$ cat src/rtl/intra_mode_decide_writer.sv
// intra_mode_decide_writer
//   Takes one macroblock's per-mode SAD set and picks the lowest SAD, one
//   compare per cycle (ties keep the lower index). It then fetches the chosen
//   mode's residue block one row per beat and writes each row to the frame
//   residue memory at its raster pixel address. Finally it reports the chosen
//   mode together with its SAD and macroblock number.
// Ports
//   clk, reset                 rising-edge clock, synchronous active-high reset
//   in_valid/in_ready          SAD set handshake; sads (mode k at [k*SAD_W +: SAD_W]), mbnumber
//   res_sel                    mode whose residue rows are requested (stable in FETCH)
//   res_valid/res_ready        residue row handshake; res_row (pixel j at [j*RES_W +: RES_W])
//   wr_en, wr_addr, wr_data    residue memory write, one row per strobe
//   mode_valid, mode, mode_sad, mode_mbnum   decision report (pulse, values held)
//   err_mbnum                  pulse: mbnumber out of range, SAD set dropped
module intra_mode_decide_writer #(
  parameter int FRAME_W = 1280,
  parameter int FRAME_H = 720,
  parameter int MB_W    = 16,
  parameter int MB_H    = 16,
  parameter int N_MODES = 4,
  parameter int SAD_W   = 16,
  parameter int RES_W   = 9,
  parameter int MBNUM_W = 12,
  parameter int ADDR_W  = 20,
  localparam int MODE_W = (N_MODES > 1) ? $clog2(N_MODES) : 1
) (
  input  logic                     clk,
  input  logic                     reset,
  input  logic                     in_valid,
  output logic                     in_ready,
  input  logic [N_MODES*SAD_W-1:0] sads,
  input  logic [MBNUM_W-1:0]       mbnumber,
  output logic [MODE_W-1:0]        res_sel,
  output logic                     res_ready,
  input  logic                     res_valid,
  input  logic [MB_W*RES_W-1:0]    res_row,
  output logic                     wr_en,
  output logic [ADDR_W-1:0]        wr_addr,
  output logic [MB_W*RES_W-1:0]    wr_data,
  output logic                     mode_valid,
  output logic [MODE_W-1:0]        mode,
  output logic [SAD_W-1:0]         mode_sad,
  output logic [MBNUM_W-1:0]       mode_mbnum,
  output logic                     err_mbnum
);

  localparam int          MBX   = FRAME_W / MB_W;
  localparam int unsigned MBS   = MBX * (FRAME_H / MB_H);
  localparam int          ROW_W = $clog2(MB_H);
  localparam int          NSLOT = 2 ** MODE_W;

  localparam logic [ADDR_W-1:0] MBX_A     = ADDR_W'(MBX);
  localparam logic [ADDR_W-1:0] MB_W_A    = ADDR_W'(MB_W);
  localparam logic [ADDR_W-1:0] FRAME_W_A = ADDR_W'(FRAME_W);
  localparam logic [ADDR_W-1:0] MBROW_A   = ADDR_W'(MB_H * FRAME_W);

  typedef enum logic [1:0] {IDLE, CMP, FETCH, DONE} state_t;

  state_t              state;
  logic [SAD_W-1:0]    sad_q [NSLOT];
  logic [MODE_W-1:0]   best;
  logic [MODE_W-1:0]   idx;
  logic [MBNUM_W-1:0]  mbnum_q;
  logic [ROW_W-1:0]    row;
  logic [ADDR_W-1:0]   row_addr;

  logic [ADDR_W-1:0]   mbn_a;
  logic [ADDR_W-1:0]   base_addr;
  logic [MODE_W-1:0]   cmp_best;
  logic                accept;
  logic                mb_ok;

  always_comb begin
    mbn_a     = ADDR_W'(mbnumber);
    // Top-left pixel of the MB; later rows just add FRAME_W per beat.
    base_addr = (mbn_a / MBX_A) * MBROW_A + (mbn_a % MBX_A) * MB_W_A;
    cmp_best  = (sad_q[idx] < sad_q[best]) ? idx : best;
    accept    = in_valid && in_ready;
    mb_ok     = 32'(mbnumber) < MBS;
  end

  always_ff @(posedge clk) begin
    if (reset) begin
      state      <= IDLE;
      in_ready   <= 1'b0;
      res_ready  <= 1'b0;
      res_sel    <= '0;
      wr_en      <= 1'b0;
      wr_addr    <= '0;
      wr_data    <= '0;
      mode_valid <= 1'b0;
      mode       <= '0;
      mode_sad   <= '0;
      mode_mbnum <= '0;
      err_mbnum  <= 1'b0;
      best       <= '0;
      idx        <= '0;
      mbnum_q    <= '0;
      row        <= '0;
      row_addr   <= '0;
      for (int unsigned k = 0; k < NSLOT; k++) sad_q[k] <= '0;
    end else begin
      wr_en      <= 1'b0;
      mode_valid <= 1'b0;
      err_mbnum  <= 1'b0;
      case (state)
        IDLE: begin
          in_ready <= 1'b1;
          if (accept) begin
            if (!mb_ok) begin
              err_mbnum <= 1'b1;
            end else begin
              for (int unsigned k = 0; k < N_MODES; k++)
                sad_q[k] <= sads[k*SAD_W +: SAD_W];
              mbnum_q  <= mbnumber;
              best     <= '0;
              idx      <= MODE_W'(1);
              row      <= '0;
              row_addr <= base_addr;
              in_ready <= 1'b0;
              if (N_MODES == 1) begin
                state     <= FETCH;
                res_ready <= 1'b1;
                res_sel   <= '0;
              end else begin
                state <= CMP;
              end
            end
          end
        end
        CMP: begin
          best <= cmp_best;
          idx  <= idx + MODE_W'(1);
          if (idx == MODE_W'(N_MODES - 1)) begin
            state     <= FETCH;
            res_ready <= 1'b1;
            res_sel   <= cmp_best;
          end
        end
        FETCH: begin
          if (res_valid && res_ready) begin
            wr_en    <= 1'b1;
            wr_data  <= res_row;
            wr_addr  <= row_addr;
            row_addr <= row_addr + FRAME_W_A;
            row      <= row + ROW_W'(1);
            if (row == ROW_W'(MB_H - 1)) begin
              state      <= DONE;
              res_ready  <= 1'b0;
              mode_valid <= 1'b1;
              mode       <= best;
              mode_sad   <= sad_q[best];
              mode_mbnum <= mbnum_q;
            end
          end
        end
        DONE: begin
          state    <= IDLE;
          in_ready <= 1'b1;
        end
        default: state <= IDLE;
      endcase
    end
  end

endmodule

$ cat config.mk
export PLATFORM = sky130hd
export DESIGN_NAME = intra_mode_decide_writer
export DESIGN_NICKNAME = d
export VERILOG_FILES = /design/src/rtl/intra_mode_decide_writer.sv
export SDC_FILE = /design/constraint.sdc
export NUM_CORES = 1
export LEC_CHECK = 0
export CORE_ASPECT_RATIO = 1.25
export CORE_MARGIN = 2
export CORE_UTILIZATION = 42
export DETAILED_ROUTE_END_ITERATION = 8
export GPL_TIMING_DRIVEN = 0
export PLACE_DENSITY = 0.77
export SYNTH_ARGS = -nofsm -noshare
export SYNTH_HDL_FRONTEND = slang
export SYNTH_SLANG_ARGS = --single-unit
$ cat constraint.sdc
create_clock -name clk -period 3.8 [get_ports clk]
set_clock_uncertainty 0.1 [all_clocks]
set_input_delay 0.38 -clock clk [delete_from_list [all_inputs] [get_ports clk]]
set_output_delay 0.38 -clock clk [all_outputs]
set_load 0.01 [all_outputs]
### Yosys cells after proc, flatten, opt, wreduce, memory -nomap -nowiden

Memories as Yosys holds them, arrays and structs flattened. A register that Yosys moved wholly into a read port is not among the register bits.
Index checks and enable logic that the tools add are counted.
W data, S select, Z words.

| operators by class | value |
|---|---|
| add/sub/neg operators | 4 |
| $mul | 1 |
| div/mod/pow operators | 2 |
| order comparisons | 2 |
| equal/unequal tests | 10 |
| muxes and demuxes | 43 |
| bitwise operators | 8 |
| reductions and logical operators | 18 |

Operator list:

| kind | count |
|---|---|
| $mux W16 | 4 |
| $mux W20 | 3 |
| $pmux W20 S2 | 1 |
| $mux W2 | 12 |
| $add A20 B11 Y20 const B | 1 |
| $add A20 B20 Y20 | 1 |
| $div A12 B7 Y20 const B | 1 |
| $mod A12 B7 Y20 const B | 1 |
| $mul A20 B3 Y8 const B | 1 |
| $lt A16 B16 Y1 | 1 |
| $mux W1 | 14 |
| $lt A12 B12 Y1 const B | 1 |
| $mux W4 | 3 |
| $ne A2 B2 Y1 const B | 5 |
| $reduce_and A3 Y1 | 3 |
| $pmux W2 S2 | 2 |
| $pmux W2 S4 | 1 |
| $pmux W4 S2 | 1 |
| $reduce_and A4 Y1 | 2 |
| $reduce_bool A2 Y1 | 4 |
| $eq A2 B2 Y1 const B | 3 |
| $reduce_or A3 Y1 | 2 |
| $reduce_and A5 Y1 | 1 |
| $add A4 B1 Y4 const B | 1 |
| other kinds (10) | 19 |

| word-level totals | value |
|---|---|
| register bits | 243 |
| memory bits (writable) | 64 |
| bits of input ports | 224 |
| word-level logic and storage cells | 106 |
| memories kept | 1 |

Memories:

| memory | depth | width | read ports | clocked after memory_dff | wr ports | RTL line | RTL |
|---|---|---|---|---|---|---|---|
| sad_q | 4 | 16 | 2 | 2 | 4 | 60 | `logic [SAD_W-1:0] sad_q [NSLOT];` |

### Logic depth before layout (Yosys ltp)

| logic depth | value |
|---|---|
| word-level depth | 7 |
| depth in mapped cells | 19 |

### Worst setup path before layout

OpenSTA, ideal clock, no wires.

| timing path | value |
|---|---|
| path kind | input port to flip-flop |
| from | in mbnumber[8] |
| to | reg row_addr[17] |
| setup time | 0.132 ns |
| arrival | 3.515 ns |
| required time | 3.568 ns |
| path slack | 0.054 ns |
| cell stages on the path | 14 |
| buffers on the path | 1 |
| path through | buf_2 > and4bb_1 > a31o_1 > a222oi_1 > o21ai_0 > ha_1 > ha_1 > fa_1 > xor2_1 > ha_1 > xor2_1 > a21oi_1 > nor2_1 > nor3_1 |

| on the way | value |
|---|---|
| cells in the longest elaborated chain, start to end | 6 |

Ends and longest elaborated chain:

| what | RTL line | RTL |
|---|---|---|
| start: declaration | 32 | `input logic [MBNUM_W-1:0] mbnumber,` |
| $div A12 B7 Y20 | 76 | `base_addr = (mbn_a / MBX_A) * MBROW_A + (mbn_a % MBX_A) * MB_W_A;` |
| $mul A20 B3 Y8 | 76 |  |
| $add A20 B20 Y20 | 76 |  |
| $mux W20 | 110 | `if (!mb_ok) begin` |
| $mux W20 | 109 | `if (accept) begin` |
| $pmux W20 S2 | 106 | `case (state)` |
| end signal: assignment | 119 | `row_addr <= base_addr;` |
| end signal: assignment | 145 | `row_addr <= row_addr + FRAME_W_A;` |
| end: declaration | 65 | `logic [ADDR_W-1:0] row_addr;` |

Parallel ways exist; a longest one is shown, timed or not. The select of a mux whose other input is x is not followed.
A chain may end at the register's enable or synchronous reset.

### Final worst setup path

| timing path | value |
|---|---|
| from | in mbnumber[10] |
| to | reg row_addr[17] |

The elaborated chain is that of the path after synthesis.

==> summary.md <==
| Metric | Value |
|---|---|
| Status | `completed` |
| Hold Fails Final Rpt | `0` |
| Top Usage Layer GRT | `met2` |
| Yosys warns | `0` |
| Grt met1 use | `0.279` |
| Area Overhead vs Synth | `46.2%` |
| Worst-Margin Slew | `1.10 ns` |
| Startpoint Class | `input port` |
| Placed instance count | `approximately 2300` |
| First-pass GRT wire length | `around 66000 um` |
| Antenna violations before repair | `1` |
| Die Area | `32800 um2` |
| M3 GR Usage | `0.0767` |
| Max Slew Vio Count | `0` |
| Drt drc | `0` |
| Post-synth EDFFs | `64` |
| Detailed-router iteration count before antenna repair | `5` |
| WS Path Type | `in -> reg` |
| TritonCTS clock tree | `yes` |
| Final period utilization | `0.945` |
| VDD IR max | `441 uV` |
| CTS Buffer Depth | `3` |
| Post-DRT Antenna Nets | `0` |
| GPL Wtd Cong | `0.895` |
| # rows | `roughly 70` |
| Clk_lat worst skew | `0.57 ns` |
| Syn_area_per_cell | `around 9.0 um2` |
| Routed wire per std cell | `18.5 um` |
| Critical path arrival | `~3.9 ns` |
| Critical Path RT | `4.12 ns` |
| FF+latch count, synth | `303` |
| Netlist cell types | `70` |
| Placeable Area | `between 30000 and 40000 um2` |
| Die Y | `202 um` |
| Final Net Count | `2185` |
| Clock sink count | `303` |
| Pwr per Cell Area | `471 nW/um2` |
| Cts bufs inserted | `30` |
| Synth Instances | `1455` |
| Cell Count, Final, Fillers Out | `2354` |
| Clock period minus worst slack | `3.59 ns` |
| Sequential-to-total area share from yosys stat | `0.510` |
| R2R setup slack | `0.27 ns` |
| Initial Util | `0.426` |
| Commonest register cell after synthesis | `dfxtp_1` |
| Asr flop ratio synth | `0` |
| Worst-path clk slew | `0.06 ns` |
| Routed via count | `12200` |
| All-Layer GR Usage | `0.256` |
| Hold crit path type | `in -> reg` |
| Total Wirelength | `43500 um` |
| Slew headroom | `0.261` |
| Initial drt markers | `577` |
| H-tree levels | `1` |
| Fill count | `about 2500` |
| Gr ovfl total | `0` |
| Syn Std Cell Area | `about 13000 um2` |
| DP Worst Slack | `-1.17 ns` |
| Vias in the first global route | `between 10000 and 15000` |
| Vias per cell | `5.17` |
| Die Span X | `approximately 160 um` |
| Critical path endpoint category | `flop` |
| Setup violators final | `0` |
| CTS root buf | `clkbuf_16` |
| RSZ-0062 raised after global routing | `false` |
| Final WS setup | `around 0.21 ns` |
| Hold-fix buffers at CTS | `0` |
| Share of post-route cells with drive strength above 1 | `0.0689` |
| Global-route met2 utilization | `0.468` |
| Port Buffers | `418` |
| Tot Pwr | `slightly above 9 mW` |
| # IOs | `~430` |
| Worst-path fanout max | `10` |
| Fmax | `between 0.2 and 0.3 GHz` |
| HPWL Detailed | `33300 um` |
| Max-Cap Viols | `0` |
| Total negative slack | `0 ns` |
| Total leakage power | `~6.9 nW` |
| Largest net degree at the start of global routing | `45` |
-- per-layer routing --
layer,up-vias,part of all wire
li1,5900,-
met1,5716,0.37
met2,461,0.51
met3,90,0.091
met4,0,0.034
met5,-,0
-- synthesized netlist by cell type (18+ instances only) --
master	n	share of area
dfxtp_1	239	0.36
and2_1	67	0.032
o21ai_0	24	0.0091
a21oi_1	221	0.084
nand3_1	18	0.0068
inv_1	26	0.0074
nand2_1	415	0.12
edfxtp_1	64	0.15
nor2_1	40	0.011
ha_1	37	0.035
clkbuf_1	89	0.025
mux4_2	32	0.055
-- layout by cell type, fill, tap and decap left out, drive strengths merged, types with 29 or more instances in the layout --
cell	Yosys	layout
clkdlybuf4s50	0	413
edfxtp	64	64
and2	67	67
o21ai	30	30
a21oi	222	222
inv	27	29
dfxtp	239	239
mux4	32	32
clkbuf	89	129
nor2	40	40
nand2	415	415
ha	37	37
-- where the power goes --
group          switching, mW  internal (mW)  total (mW)
Sequential             0.177           3.54        3.72
Combinational          0.992          0.883        1.87
Clock                   1.30           2.16        3.46
-- final cells by class --
cell class | instances | area, um2 | area share
sequential | 303 | 6710 | 0.349
multi-input combinational | 1029 | 6030 | 0.313
timing repair buffer | 426 | 4250 | 0.221
clock buffer | 41 | 915 | 0.0475
tap | 407 | 509 | 0.0265
buffer | 104 | 453 | 0.0235
clock inverter | 15 | 267 | 0.0139
inverter | 28 | 105 | 0.00546
antenna | 1 | 2.50 | 0.000130
-- flip-flops by register name (all words and copies together), names as in the netlist, 2 cells and up, named ones only --
| signal | count |
|---|---|
| mode_sad | 16 |
| best | 2 |
| row | 4 |
| mode_mbnum | 12 |
| res_sel | 2 |
| idx | 2 |
| wr_addr | 16 |
| mode | 2 |
| sad_q | 64 |
| state | 2 |
| mbnum_q | 12 |
| row_addr | 16 |
| wr_data | 144 |
-- final timing paths --
| check | startpoint | to | cells past startpoint |
|---|---|---|---|
| setup / recovery | mbnumber[10] | row_addr[17]$_SDFFE_PP0P_ | 17 |
| hold / removal | mbnumber[4] | row_addr[10]$_SDFFE_PP0P_ | 3 |
| setup reg to reg | flop | flop | 9 |
| hold reg to reg | wr_data[65]$_SDFFE_PP0P_ | wr_data[65]$_SDFFE_PP0P_ | 2 |
-- metrics by stage --
| step | utilization | cell area (um2) | hold slack (ns) |
|---|---|---|---|
| floorplan | - | 13200 | 0.332 |
| global route | 0.623 | 19200 | 0.191 |
| detailed placement | 0.580 | 17900 | 0.345 |
| finish | 0.623 | 19200 | 0.163 |
| global placement | 0.579 | 17900 | 0.341 |
| CTS | 0.621 | 19200 | 0.157 |
-- kinds of logic after synthesis --
group	Yosys count	synth area share
compound gates	331	0.146
xor+xnor	15	0.00998
fa+ha+maj	40	0.0390
buf+inv	133	0.0404
flops	303	0.510
mux	36	0.0578
other cells	2	0.000571
simple gates	595	0.196
-- what timing repair did --
action / 4_1_cts / 5_1_grt
cloned: 0 / 1
resized for setup: 22 / 15
pin swaps: 1 / 5
setup buffers: 3 / 3
setup endpoints to repair: 5 / 10
hold endpoints to repair: 0 / 0
-- worst max-delay path, cell delays in order --
cell and delay (ns):
dlygate4sd2_1 0.32, buf_6 0.19, nor4b_4 0.27, a21oi_1 0.10
o211ai_1 0.12, o21ai_2 0.11, maj3_1 0.36, a211o_1 0.31
ha_1 0.20, ha_1 0.21, fa_2 0.35, xor2_1 0.15
ha_1 0.33, xor2_1 0.20, a21oi_1 0.09, nor2_1 0.15
nor3_1 0.08
(Power assumes the default switching activity.)
==> patch 1: new RTL, config.mk and constraints unchanged <==
Reset style: asynchronous (`reset`), changed in one clocked block. Comments in the files are not updated.
--- a/src/rtl/intra_mode_decide_writer.sv
+++ b/src/rtl/intra_mode_decide_writer.sv
@@ -80,5 +80,5 @@
   end
 
-  always_ff @(posedge clk) begin
+  always_ff @(posedge clk or posedge reset) begin
     if (reset) begin
       state      <= IDLE;
Formal check against the unedited RTL: differs if reset is asserted again (counterexample within 4 cycles, from zero or initial values and one cycle with reset high); with reset held inactive, the same outputs for 4 cycles.
==> patch 1 against the original RTL <==
Via count down 4.6%; setup slack worse by 0.049 ns; design area up 3.3%; sequential share of layout area up 2.8 points; critical path depth unchanged; area after synthesis up 5.2%; sequential cell count down 4; wire length down 1.5%; critical path type unchanged.
Power is not compared: it rests on default switching activity, and its combinational part moved more than twofold at a synthesized area within 25%.
==> patch 1: results (changes against the original RTL) <==
[metrics] initial antenna violation count: 5 (+4)
[metrics] WP data arrival: 3.96 ns (+0.05 ns)
[metrics] number of enable flip-flop cells after synthesis: 0 (-100%)
[metrics] detailed-routing wirelength on met1: 16,300 um (+1.7%)
[metrics] top layer in use: met5
[metrics] Synth async-reset ratio: 100% (+100 points)
[metrics] wire length of the first global-routing pass: 67,000 um (+2.0%)
[metrics] number of nets in the layout: 2,065 (-5.5%)
[metrics] largest fanout on the critical path: 11 (+1)
[metrics] count of distinct cell types in the synthesized netlist: 72 (+2.9%)
[metrics] delay of the slowest cell on the worst path: 0.42 ns (+0.06 ns)
[metrics] fraction of layout cells with a size suffix above 1: 14.1% (+7.3 points)
[metrics] Port-buffer cells: 417 (-0.24%)
[metrics] main area contributors after synthesis: sky130_fd_sc_hd__dfrtp_1 (54%), sky130_fd_sc_hd__nand2_1 (14%), sky130_fd_sc_hd__mux2_2 (8.7%)
[metrics] RD Place Congestion: 0.892 (-0.26%)
[metrics] FILL cells: 2,656 (+4.5%)
[metrics] flip-flop cell with the highest count after synthesis: sky130_fd_sc_hd__dfrtp_1
[metrics] via count of the first global-routing pass: 11,800 (-1.6%)
[metrics] number of vias after detailed routing: 11,600 (-4.6%)
[metrics] routed length on met2: 21,300 um (-3.5%)
[metrics] detail-routed via count per cell: 5.17 (about the same)
[metrics] clock buffers created by TritonCTS: 31 (+3.3%)
[metrics] origin of the worst min-delay path: res_row[117]
[metrics] FF/Latch Area: 0.00748 mm^2 (+12%)
[metrics] root buf cell: sky130_fd_sc_hd__clkbuf_16
[metrics] capture endpoint of the worst hold path: wr_data[117]
[metrics] number of DRC violations after detailed-routing iteration 0: 739 (+28%)
[metrics] Critical Path Slowest Stage Cell: sky130_fd_sc_hd__clkdlybuf4s50_1
[metrics] kind of cell adding the most delay to the critical path: compound AO/OA/AOI/OAI gates
[metrics] pin count of the biggest net entering global routing: 44 (-2.2%)
[metrics] top achievable clock speed: 275 MHz (-1.3%)
[metrics] worst reg2reg path depth: 11 (+2)
[metrics] Area after DPL: 0.0187 mm^2 (+4.6%)
[metrics] total routing usage reported by global routing: 24.6% (-0.95 points)
[metrics] Slew HR: 39.3% (+13 points)
[metrics] post-synthesis sequential area ratio: 54.0% (+3.1 points)
[metrics] total instance count after detailed placement: 2,184 (-4.7%)
[metrics] run status: finished clean
[patch 1: cell count changes in the layout (fill, tap and decap cells not counted), sizes merged, moves of 66 or more]
cell	before	now
dfrtp	0	299
dfxtp	239	0
a21oi	222	32
mux2	0	107
nand2	415	518
and2	67	1
[patch 1: cell type report]
cell class | count | share of cell area (%)
multi-input combinational | 935 | 30.3
inverter | 35 | 0.711
timing repair buffer | 428 | 21.9
clock buffer | 41 | 4.19
antenna | 3 | 0.0378
buffer | 72 | 1.71
clock inverter | 14 | 0.900
tap | 418 | 2.63
sequential | 299 | 37.6
[patch 1: worst max-delay path by stage]
stage                         to  slack, ns  cells past startpoint
global placement      mbnum_q[6]      -2.72                      2
CTS                 row_addr[19]      0.009                     17
global route        row_addr[17]      -0.01                     16
finish              row_addr[17]       0.16                     17
detailed placement  row_addr[19]      -0.88                     17
floorplan                best[0]      -0.65                      1
[patch 1: metrics by stage]
stage               power (uW)  TNS (ns)  hold WS, ns
global placement         12500   -810.44        0.356
finish                   15900         0        0.234
floorplan                 9370   -195.27        0.340
global route             16900   -0.0100        0.219
detailed placement       12800     -6.45        0.361
CTS                      16000         0        0.208
[patch 1: worst min-delay path: stages]
cell	delay (ns)
sky130_fd_sc_hd__clkdlybuf4s50_1	0.39
sky130_fd_sc_hd__nand2_1	0.05
sky130_fd_sc_hd__nand2_1	0.04
[patch 1: repair_timing]
action,4_1_cts,5_1_grt
gates resized for setup,21,22
buffers inserted,2,2
setup endpoints to repair,8,7
pin swaps,3,11
hold buffers,0,0
[patch 1: cells by family (layout without fill, tap and decap cells)]
logic type,Yosys count,count (layout),share of synthesized area [%]
buffers and inverters,108,590,3.24
DFF,299,299,54.0
muxes,143,143,14.2
adders and majority gates,39,39,3.63
AOI/OAI and AO/OA,128,128,6.41
other,2,15,0.0542
and+or+nand+nor,599,599,17.6
xor gates and xnor gates,14,14,0.885
[patch 1: routing by layer]
| metal | vias to the layer above | global-route usage [%] |
|---|---|---|
| met2 | 453 | 42.3 |
| met4 | 4 | 9.66 |
| li1 | 5378 | - |
| met3 | 98 | 7.28 |
| met1 | 5671 | 29.1 |
| met5 | - | 0 |
[patch 1: report_power, final]
group / leakage, uW / internal [uW] / switching [uW]
Clock: 0.000494 / 1800 / 1290
Sequential: 0.00369 / 4610 / 928
Combinational: 0.00507 / 3740 / 3520
Total: 0.00926 / 10200 / 5740
==> patch 2: new RTL, same flow settings <==
Without the edit above. The parameter `MB_H` goes from 16 to 32.
--- a/src/rtl/intra_mode_decide_writer.sv
+++ b/src/rtl/intra_mode_decide_writer.sv
@@ -17,5 +17,5 @@
   parameter int FRAME_H = 720,
   parameter int MB_W    = 16,
-  parameter int MB_H    = 16,
+  parameter int MB_H    = 32,
   parameter int N_MODES = 4,
   parameter int SAD_W   = 16,
Function: changed (a bounded check fails within 4 cycles, from zero or initial values and one cycle with reset high).
==> patch 2 against the original RTL <==
Setup slack lost 0.13 ns; wire length grew 4.4%; area after synthesis grew 0.99%; sequential cell count grew 1; final cell count grew 0.89%; via count grew 1.9%; design area grew 0.70%; register-to-register slack lost 0.17 ns; power shrank 9.0%; count of clock-buffer cells in the layout grew 6.
==> patch 2: results (changes against the original RTL) <==
[metrics] number of buffers outside the clock class in the layout: 541 (+2.1%)
[metrics] wire length of the first global-routing pass: 67,800 um (+3.2%)
[metrics] final standard cell count with taps included and fillers excluded: 2,375 (+0.89%)
[metrics] fraction of layout cells with a size suffix above 1: 7.99% (+1.1 points)
[metrics] transition time at the pin with the least slew margin: 0.833 ns (-0.272 ns)
[metrics] area fraction of the dominant cell type after synthesis: 36.2% (-0.21 points)
[metrics] Switching Share: 27.0% (-0.30 points)
[metrics] Area after DPL: 0.0181 mm^2 (+0.80%)
[metrics] FILL cells: 2,520 (-0.87%)
[metrics] delay of the slowest cell on the worst path: 0.43 ns (+0.07 ns)
[metrics] setup bufs post-CTS: 8 (+5)
[metrics] Post-Layout Inst Area: 0.0194 mm^2 (+0.70%)
[metrics] post-synthesis sequential area ratio: 50.6% (-0.35 points)
[metrics] post-CTS resize count: 29 (+32%)
[metrics] worst reg2reg path depth: 12 (+3)
[metrics] Port-buffer cells: 419 (+0.24%)
[metrics] top layer in use: met5
[metrics] number of vias after detailed routing: 12,400 (+1.9%)
[metrics] routed length on met2: 23,200 um (+5.4%)
[metrics] RD Place Congestion: 0.956 (+6.9%)
[metrics] worst setup slack for register-to-register paths: 0.10 ns (-0.17 ns)
[metrics] Critical Path Slowest Stage Cell: sky130_fd_sc_hd__fa_2
[metrics] number of non-clock inverters: 34 (+21%)
[metrics] leakage power: 0.00685 uW (-0.24%)
[metrics] clock latency of the later-clocked register in the worst-skew pair: 0.60 ns (+0.03 ns)
[metrics] Multi-Input Combinational: 1,030 (+0.097%)
[metrics] number of clock-tree buffers in the layout: 47 (+15%)
[metrics] commonest cells in the synthesized netlist: sky130_fd_sc_hd__nand2_1 (418), sky130_fd_sc_hd__dfxtp_1 (240), sky130_fd_sc_hd__a21oi_1 (218)
[metrics] number of DRC violations after detailed-routing iteration 0: 770 (+33%)
[metrics] worst setup slack before clock tree synthesis: -1.03 ns (+0.142 ns)
[metrics] run status: finished clean
[metrics] routing usage on met3: 7.25% (-0.42 points)
[metrics] origin of the worst min-delay path: res_row[50]
[metrics] initial antenna violation count: 3 (+2)
[metrics] Non-Clock Buffer Area Fraction: 24.8% (+0.32 points)
[metrics] Met3 Routed Length: 4000 um (+1.0%)
[metrics] fraction of met1 tracks used by global routing: 28.5% (+0.60 points)
[metrics] FF/Latch Area: 0.00673 mm^2 (+0.32%)
[metrics] VDD IR max: 392 uV (-11%)
[metrics] overall die width: 163 um (+0.48%)
[metrics] syn avg cell area: 9.05 um^2 (about the same)
[metrics] Power per Cell Area: 426 mW/mm^2 (-9.6%)
## patch 2: worst max path at each step
| stage | startpoint | end | slack [ns] | cells past startpoint |
|---|---|---|---|---|
| 2_1_floorplan | mbnumber[7] | row_addr[18] | 0.03 | 17 |
| 3_3_place_gp | mbnumber[9] | row_addr[18] | -0.89 | 18 |
| 3_5_place_dp | mbnumber[9] | row_addr[18] | -1.03 | 18 |
| 4_1_cts | register | res_sel[1] | 0.001 | 13 |
| 5_1_grt | register | res_sel[1] | -0.06 | 12 |
| 6_report | mbnumber[9] | row_addr[17] | 0.08 | 19 |
## patch 2: cells by family after synthesis
family          Yosys count  synth area share [%]
simple gates            601                  19.7
buf+inv                 144                  4.45
compound gates          327                  14.6
fa+ha+maj                39                  3.77
mux                      39                  6.00
flops                   304                  50.6
other cells               1                0.0282
xor+xnor                 13                 0.857
